--- config.mk ---
export PLATFORM = sky130hd
export DESIGN_NAME = keypad_barcode_decoder_flat
export DESIGN_NICKNAME = d
export VERILOG_FILES = /design/src/rtl/keypad_barcode_decoder_pkg.sv /design/src/rtl/keypad_barcode_decoder_if.sv /design/src/rtl/keypad_barcode_decoder_debouncer.sv /design/src/rtl/keypad_barcode_decoder.sv /design/src/flat_wrapper.sv
export SDC_FILE = /design/constraint.sdc
export NUM_CORES = 1
export LEC_CHECK = 0
export CAP_MARGIN = 20
export CORE_MARGIN = 10
export CORE_UTILIZATION = 54
export CTS_BUF_LIST = sky130_fd_sc_hd__clkbuf_4 sky130_fd_sc_hd__clkbuf_8 sky130_fd_sc_hd__clkbuf_16
export CTS_CLUSTER_SIZE = 28
export DETAILED_ROUTE_END_ITERATION = 10
export GPL_ROUTABILITY_DRIVEN = 0
export MAX_ROUTING_LAYER = met4
export PLACE_DENSITY = 0.93
export SETUP_SLACK_MARGIN = 0.1
export SLEW_MARGIN = 20
export SYNTH_ARGS = -nofsm -noshare
export SYNTH_HDL_FRONTEND = slang
export SYNTH_SLANG_ARGS = --single-unit
--- constraint.sdc ---
create_clock -name CLOCK_50 -period 2.95 [get_ports CLOCK_50]
set_input_delay 0.7375 -clock CLOCK_50 [delete_from_list [all_inputs] [get_ports CLOCK_50]]
set_output_delay 0.7375 -clock CLOCK_50 [all_outputs]
set_load 0.005 [all_outputs]
--- src/rtl/keypad_barcode_decoder_pkg.sv ---
`default_nettype none
// ============================================================================
// Package   : sale_terminal_pkg
// Purpose   : Shared constants, key map, and the entry FSM state type for the
//             SaleTerminal push-button receive path.
// Ports     : none (package)
// Revision  : 1.0 - initial release
// ============================================================================
package sale_terminal_pkg;

  localparam int NUM_DIGITS              = 4;
  localparam int DIGIT_W                 = 4;
  localparam int ENTRY_W                 = NUM_DIGITS * DIGIT_W;
  localparam int COUNT_W                 = 3;
  localparam int NUM_KEYS                = 4;
  localparam int NUM_SW                  = 3;
  localparam int DEBOUNCE_CYCLES_DEFAULT = 5;

  // KEY index assignment
  localparam int KEY_COMMIT = 0;
  localparam int KEY_DIGIT1 = 3;
  localparam int KEY_DIGIT2 = 2;
  localparam int KEY_DIGIT3 = 1;

  // SW index assignment
  localparam int SW_COMMIT_MODE = 0;  // 1: barcode commit, 0: interactive select
  localparam int SW_CLEAR       = 2;  // synchronous buffer clear

  typedef enum logic [1:0] {
    IDLE  = 2'd0,
    ENTRY = 2'd1,
    FULL  = 2'd2
  } entry_state_t;

  // Digit value for a single digit-key press vector (KEY[3:1]).
  // The caller guarantees at most one bit is set.
  function automatic logic [DIGIT_W-1:0] key_to_digit(input logic [3:1] keys);
    logic [DIGIT_W-1:0] d;
    d = '0;
    if (keys[KEY_DIGIT1])      d = DIGIT_W'(1);
    else if (keys[KEY_DIGIT2]) d = DIGIT_W'(2);
    else if (keys[KEY_DIGIT3]) d = DIGIT_W'(3);
    return d;
  endfunction

endpackage
`default_nettype wire

--- src/rtl/keypad_barcode_decoder_if.sv ---
`default_nettype none
// ============================================================================
// Interface : keypad_barcode_decoder_if
// Purpose   : Bundles the board-side pins (KEY, SW) and the decoded outputs
//             presented to the terminal controller.
// Modports  : master - drives KEY/SW, observes decoded outputs
//             slave  - the decoder: samples KEY/SW, drives decoded outputs
// Revision  : 1.0 - initial release
// ============================================================================
interface keypad_barcode_decoder_if;
  import sale_terminal_pkg::*;

  logic [NUM_KEYS-1:0] KEY;           // raw buttons, active low
  logic [NUM_SW-1:0]   SW;            // raw slide switches
  logic [NUM_KEYS-1:0] key_press;     // one-cycle debounced press events
  logic [COUNT_W-1:0]  digit_count;   // digits currently buffered
  logic [ENTRY_W-1:0]  entry_digits;  // live buffer, newest digit in [3:0]
  logic [ENTRY_W-1:0]  barcode;       // last committed barcode
  logic                barcode_valid; // pulse when barcode updates
  logic                item_select;   // pulse on interactive select
  logic                entry_error;   // pulse on rejected commit / ambiguous press

  modport master (
    output KEY, SW,
    input  key_press, digit_count, entry_digits, barcode,
           barcode_valid, item_select, entry_error
  );

  modport slave (
    input  KEY, SW,
    output key_press, digit_count, entry_digits, barcode,
           barcode_valid, item_select, entry_error
  );

endinterface
`default_nettype wire

--- src/rtl/keypad_barcode_decoder_debouncer.sv ---
`default_nettype none
// ============================================================================
// Module    : key_debouncer
// Purpose   : 2-FF synchroniser, stability counter and press-edge detector for
//             one active-low push button.
// Ports     : clk    - system clock
//             rst    - asynchronous active-high reset
//             key_n  - raw active-low button
//             press  - registered one-cycle pulse on a debounced press
// Revision  : 1.0 - initial release
// ============================================================================
module key_debouncer #(
  parameter int DEBOUNCE_CYCLES = 5
) (
  input  logic clk,
  input  logic rst,
  input  logic key_n,
  output logic press
);

  localparam int              CNT_W   = $clog2(DEBOUNCE_CYCLES + 1);
  localparam logic [CNT_W-1:0] CNT_MAX = CNT_W'(DEBOUNCE_CYCLES);

  logic             sync_meta;
  logic             sync;
  logic             deb;
  logic [CNT_W-1:0] cnt;

  // Synchroniser resets to the released level so reset release never looks
  // like a press.
  always_ff @(posedge clk or posedge rst) begin
    if (rst) begin
      sync_meta <= 1'b1;
      sync      <= 1'b1;
    end else begin
      sync_meta <= key_n;
      sync      <= sync_meta;
    end
  end

  // The counter tracks how long sync has disagreed with deb; any agreement
  // (a bounce back) restarts it. On the flip, a press is reported only when
  // deb was high, i.e. the transition is 1 -> 0.
  always_ff @(posedge clk or posedge rst) begin
    if (rst) begin
      deb   <= 1'b1;
      cnt   <= '0;
      press <= 1'b0;
    end else begin
      press <= 1'b0;
      if (sync == deb) begin
        cnt <= '0;
      end else if (cnt == CNT_MAX) begin
        deb   <= sync;
        cnt   <= '0;
        press <= deb;
      end else begin
        cnt <= cnt + 1'b1;
      end
    end
  end

endmodule
`default_nettype wire

--- src/rtl/keypad_barcode_decoder.sv ---
`default_nettype none
// ============================================================================
// Module    : keypad_barcode_decoder
// Purpose   : Debounces KEY[3:0], synchronises SW[2:0], assembles digit keys
//             into a barcode and issues commit / select / error pulses.
// Ports     : CLOCK_50 - system clock
//             RESET    - asynchronous active-high reset
//             bus      - keypad_barcode_decoder_if.slave (KEY, SW in;
//                        key_press, digit_count, entry_digits, barcode,
//                        barcode_valid, item_select, entry_error out)
// Revision  : 1.0 - initial release
// ============================================================================
module keypad_barcode_decoder
  import sale_terminal_pkg::*;
#(
  parameter int DEBOUNCE_CYCLES = DEBOUNCE_CYCLES_DEFAULT
) (
  input  logic                     CLOCK_50,
  input  logic                     RESET,
  keypad_barcode_decoder_if.slave  bus
);

  logic [NUM_KEYS-1:0] press_evt;
  logic [NUM_SW-1:0]   sw_meta;
  logic [NUM_SW-1:0]   sw_s;

  entry_state_t        state;
  entry_state_t        state_next;
  logic [ENTRY_W-1:0]  entry_buf,   entry_buf_next;
  logic [COUNT_W-1:0]  digit_cnt,   digit_cnt_next;
  logic [ENTRY_W-1:0]  barcode_reg, barcode_next;
  logic                valid_reg,   valid_next;
  logic                select_reg,  select_next;
  logic                error_reg,   error_next;

  // --------------------------------------------------------------------------
  // Per-key debouncers
  // --------------------------------------------------------------------------
  generate
    for (genvar i = 0; i < NUM_KEYS; i++) begin : g_key
      key_debouncer #(
        .DEBOUNCE_CYCLES (DEBOUNCE_CYCLES)
      ) u_key_debouncer (
        .clk   (CLOCK_50),
        .rst   (RESET),
        .key_n (bus.KEY[i]),
        .press (press_evt[i])
      );
    end
  endgenerate

  // Switches are levels, so a plain synchroniser is enough.
  always_ff @(posedge CLOCK_50 or posedge RESET) begin
    if (RESET) begin
      sw_meta <= '0;
      sw_s    <= '0;
    end else begin
      sw_meta <= bus.SW;
      sw_s    <= sw_meta;
    end
  end

  // --------------------------------------------------------------------------
  // Press decode
  // --------------------------------------------------------------------------
  logic [3:1] digit_keys;
  logic       commit;
  logic       commit_mode;
  logic       clear;
  logic       multi_digit;
  logic       accept_digit;

  assign digit_keys  = press_evt[3:1];
  assign commit      = press_evt[KEY_COMMIT];
  assign commit_mode = sw_s[SW_COMMIT_MODE];
  assign clear       = sw_s[SW_CLEAR];
  assign multi_digit = (digit_keys[3] & digit_keys[2]) |
                       (digit_keys[3] & digit_keys[1]) |
                       (digit_keys[2] & digit_keys[1]);
  // KEY[0] wins over any simultaneous digit; FULL silently drops digits.
  assign accept_digit = (|digit_keys) & ~multi_digit & ~commit & ~clear &
                        (state != FULL);

  // --------------------------------------------------------------------------
  // FSM: state register
  // --------------------------------------------------------------------------
  always_ff @(posedge CLOCK_50 or posedge RESET) begin
    if (RESET) state <= IDLE;
    else       state <= state_next;
  end

  // --------------------------------------------------------------------------
  // FSM: next state
  // --------------------------------------------------------------------------
  always_comb begin
    state_next = state;
    if (clear) begin
      state_next = IDLE;
    end else if (commit) begin
      if (commit_mode) state_next = IDLE;
    end else if (accept_digit) begin
      state_next = (digit_cnt == COUNT_W'(NUM_DIGITS - 1)) ? FULL : ENTRY;
    end
  end

  // --------------------------------------------------------------------------
  // FSM: outputs (next values of the registered outputs)
  // --------------------------------------------------------------------------
  always_comb begin
    entry_buf_next = entry_buf;
    digit_cnt_next = digit_cnt;
    barcode_next   = barcode_reg;
    valid_next     = 1'b0;
    select_next    = 1'b0;
    error_next     = 1'b0;

    // Interactive select does not depend on the entry state or the clear.
    if (commit && !commit_mode) select_next = 1'b1;

    if (clear) begin
      entry_buf_next = '0;
      digit_cnt_next = '0;
      // The FSM is pinned in IDLE, so a barcode commit here is incomplete.
      if (commit && commit_mode) error_next = 1'b1;
    end else if (commit && commit_mode) begin
      entry_buf_next = '0;
      digit_cnt_next = '0;
      if (state == FULL) begin
        barcode_next = entry_buf;
        valid_next   = 1'b1;
      end else begin
        error_next = 1'b1;
      end
    end else if (!commit && multi_digit) begin
      error_next = 1'b1;
    end else if (accept_digit) begin
      entry_buf_next = {entry_buf[ENTRY_W-DIGIT_W-1:0], key_to_digit(digit_keys)};
      digit_cnt_next = digit_cnt + 1'b1;
    end
  end

  always_ff @(posedge CLOCK_50 or posedge RESET) begin
    if (RESET) begin
      entry_buf   <= '0;
      digit_cnt   <= '0;
      barcode_reg <= '0;
      valid_reg   <= 1'b0;
      select_reg  <= 1'b0;
      error_reg   <= 1'b0;
    end else begin
      entry_buf   <= entry_buf_next;
      digit_cnt   <= digit_cnt_next;
      barcode_reg <= barcode_next;
      valid_reg   <= valid_next;
      select_reg  <= select_next;
      error_reg   <= error_next;
    end
  end

  assign bus.key_press     = press_evt;
  assign bus.digit_count   = digit_cnt;
  assign bus.entry_digits  = entry_buf;
  assign bus.barcode       = barcode_reg;
  assign bus.barcode_valid = valid_reg;
  assign bus.item_select   = select_reg;
  assign bus.entry_error   = error_reg;

endmodule
`default_nettype wire

--- src/flat_wrapper.sv ---
// flat-port wrapper written by rule: the top's interface ports become plain ports
module keypad_barcode_decoder_flat import sale_terminal_pkg::*;
#(
  parameter int DEBOUNCE_CYCLES = DEBOUNCE_CYCLES_DEFAULT
)
  (CLOCK_50, RESET, bus_KEY, bus_SW, bus_key_press, bus_digit_count, bus_entry_digits, bus_barcode, bus_barcode_valid, bus_item_select, bus_entry_error);
  keypad_barcode_decoder_if bus_i ();
  input  logic CLOCK_50;
  input  logic RESET;
  input wire logic [$bits(bus_i.KEY)-1:0] bus_KEY;
  input wire logic [$bits(bus_i.SW)-1:0] bus_SW;
  output wire logic [$bits(bus_i.key_press)-1:0] bus_key_press;
  output wire logic [$bits(bus_i.digit_count)-1:0] bus_digit_count;
  output wire logic [$bits(bus_i.entry_digits)-1:0] bus_entry_digits;
  output wire logic [$bits(bus_i.barcode)-1:0] bus_barcode;
  output wire logic [$bits(bus_i.barcode_valid)-1:0] bus_barcode_valid;
  output wire logic [$bits(bus_i.item_select)-1:0] bus_item_select;
  output wire logic [$bits(bus_i.entry_error)-1:0] bus_entry_error;
  assign bus_i.KEY = bus_KEY;
  assign bus_i.SW = bus_SW;
  assign bus_key_press = bus_i.key_press;
  assign bus_digit_count = bus_i.digit_count;
  assign bus_entry_digits = bus_i.entry_digits;
  assign bus_barcode = bus_i.barcode;
  assign bus_barcode_valid = bus_i.barcode_valid;
  assign bus_item_select = bus_i.item_select;
  assign bus_entry_error = bus_i.entry_error;
  keypad_barcode_decoder #(.DEBOUNCE_CYCLES(DEBOUNCE_CYCLES)) u_core (.CLOCK_50(CLOCK_50), .RESET(RESET), .bus(bus_i));
endmodule
==> results.yml <==
timing:
  rsz0062_at_grt: "no"
  hold_viol_final: 0
  whs_ns: 0.3501
  max-slew-margin-rel: 0.5366
  timing.final.crit_share: 0.7100
  fmax_mhz: 477.4
  slew_viol_final: 0
  fin_skew_ns: 0.01064
  setup_violations: 0
  tns_ns: 0
  period_minus_slack_ns: 2.095
  tightest_slew_ns: 0.6914
routing:
  drtPass1Iterations: 4
  wirelength_mm: 4.045
  drtIter0Drc: 84
  wire_per_inst_um: 14.40
  vias_per_cell: 5.064
  ant_nets: 0
  drc_errors: 0
  num_vias: 1423
power_and_ir_drop:
  vdd_drop_max_mv: 0.4452
  combinationalPowerShare: 0.138
  p_leak_uw: 0.001283
  clkPwrFrac: 0.300
  netSwitchingFraction: 0.2531
  seq_power_share: 0.562
  intPower_uw: 1280
  netSwitchingPower_uw: 433.6
  p_per_area_nw_per_um2: 616.0
cts:
  cts_max_level: 2
  numCtsBuffers: 5
  cts.hold.buffers_added: 0
  clk_pin_slew_ns: 0.10
  cts_buffer_depth: 2
  insertion_delay_ns: 0.31
  post_cts_resized: 0
  clkSinkCount: 56
  cts_tree: "built"
  clockRootBuffer: "clkbuf_8"
  post_cts.repair.setup_buffers: 0
critical_path:
  cpPeakStageDelay_ns: 0.58
  critical_path_class: "reg2out"
  regToRegSetupSlack_ns: 1.21
  cp_data_required_time_ns: 2.21
  slowest_stage: "clkdlybuf4s50_1"
  path_buf_inv: 1
  critPathTopFamily: "buffers and inverters"
  cp_max_fo: 7
  crit_path_end_kind: "output port"
  start_kind: "flop"
  critPathArrivalTime_ns: 1.36
  r2r-start: "u_core.g_key[1].u_key_debouncer.press"
  crit_chain: "clkdlybuf4s50_1"
  critPathLaunch: "u_core.g_key[2].u_key_debouncer.press"
placed_design:
  numPortBuffers: 33
  dp_hpwl_mm: 3.093
floorplan:
  ios: 51
  dieArea_um2: 7399
  initial_core_util: 0.5719
  dieHeight_um: 86.02
  die_w_um: 86.02
  rows: 23
  core_um2: 4115
final_layout:
  area_growth_pct: 18.18
  multi_input_area_um2: 775.7
  nets: 241
  seqCellArea_um2: 1416
  drive_gt1_frac: 0.1688
  layout_commonest_cell: "dfrtp_1"
  layout_common_cells: "dfrtp_1, clkdlybuf4s50_1, nor2_1, conb_1, nand2_1"
  nFillCells: 317
  antenna_cells: 0
  largest_register_ffs: 12
global_route:
  grt_util_all_layers: 0.1224
  grt_max_degree: 27
  antenna_found_initial: 0
  grt_pass1_wl_mm: 7.189
  overflow: 0
  grt_pass1_vias: 1548
logic_synthesis:
  synth.distinct_cells: 29
  synth-warning-count: 0
  ys_seq_elements: 56
  post_synth.cell_area_avg_um2: 12.13
  synth_area_um2: 2354
  synth.yosys.seq_area_share: 0.6018
  synthCells: 194
min_path:
  hp-class: "reg2reg"
  hp-start: "u_core.g_key[0].u_key_debouncer.sync_meta"
flow_run:
  cap_violations: 0
outcome:
  status: "completed"
==> cells in the mapped netlist <==
master / n / area (um^2)
ha_1: 2 / 25.02
nor3_2: 1 / 10.01
nand2_1: 14 / 52.55
o311ai_0: 3 / 26.28
nor2_1: 17 / 63.81
a32oi_1: 2 / 17.52
xnor2_1: 4 / 35.03
nand3b_1: 4 / 30.03
o21ai_0: 1 / 5.000
clkbuf_1: 1 / 3.750
or4_4: 1 / 11.26
a21oi_1: 11 / 55.05
buf_6: 1 / 11.26
conb_1: 1 / 3.750
mux2_1: 1 / 11.26
mux2_2: 12 / 135.1
or2_1: 1 / 6.260
o31ai_1: 1 / 7.510
nor3_1: 1 / 5.000
dfrtp_1: 44 / 1101
dfstp_2: 12 / 315.3
mux2i_1: 11 / 110.1
nand2b_1: 1 / 6.260
maj3_2: 1 / 11.26
buf_4: 20 / 150.1
nor3b_1: 7 / 52.55
and3b_1: 3 / 26.28
nor2b_1: 2 / 12.51
inv_1: 14 / 52.55
==> layout make-up <==
class                   count  area share
clock buffers               6     0.02969
clock inverters             2     0.01395
inverters                  14     0.01889
multi-input cells         117      0.2789
flip-flops and latches     56      0.5092
well taps                  50     0.02249
repair buffers             36      0.1269
==> stage by stage <==
stage / setup WS, ns / total power (uW) / std cells / area, um^2 / utilization
final: 0.8555 / 1713 / 281 / 2781 / 0.6759
after global routing: 0.7782 / 1814 / 281 / 2781 / 0.6759
after CTS: 0.8349 / 1733 / 281 / 2781 / 0.6759
after detailed placement: 1.118 / 1217 / 273 / 2660 / 0.6464
after global placement: 1.160 / 1191 / 273 / 2660 / 0.6464
after floorplan: 0.8611 / 1163 / 209 / 2410 / -
==> cells by family after synthesis <==
group	synth area share
compound gates	0.04732
xor+xnor	0.01488
fa+ha+maj	0.01542
buf+inv	0.09250
flops	0.6018
mux	0.1090
other cells	0.001593
simple gates	0.1175
==> final timing paths <==
path | endpoint | depth (start not counted)
min in group asynchronous | u_core.bus.barcode[0] | 2
hold / removal | u_core.g_key[0].u_key_debouncer.sync | 0
max in group asynchronous | u_core.g_key[0].u_key_debouncer.sync_meta | 3
setup / recovery | bus_key_press[2] | 1
setup reg to reg | u_core.state[0] | 3
hold reg to reg | u_core.g_key[0].u_key_debouncer.sync | 0
==> power groups by stage <==
stage          Clock, uW  Sequential (uW)  Combinational, uW
2_1_floorplan          0              957                207
3_3_place_gp           0              966                226
3_5_place_dp           0              977                240
4_1_cts              530              963                240
5_1_grt              559              982                273
6_report             515              963                236
==> per-layer routing <==
metal	up-vias	routed length, um	global-route usage
met5	-	0	-
met4	0	38	0.04341
met3	3	284	0.04447
met2	35	2163	0.2150
met1	703	1559	0.1214
li1	682	-	-
No activity file was read; power rests on OpenSTA's default activity.
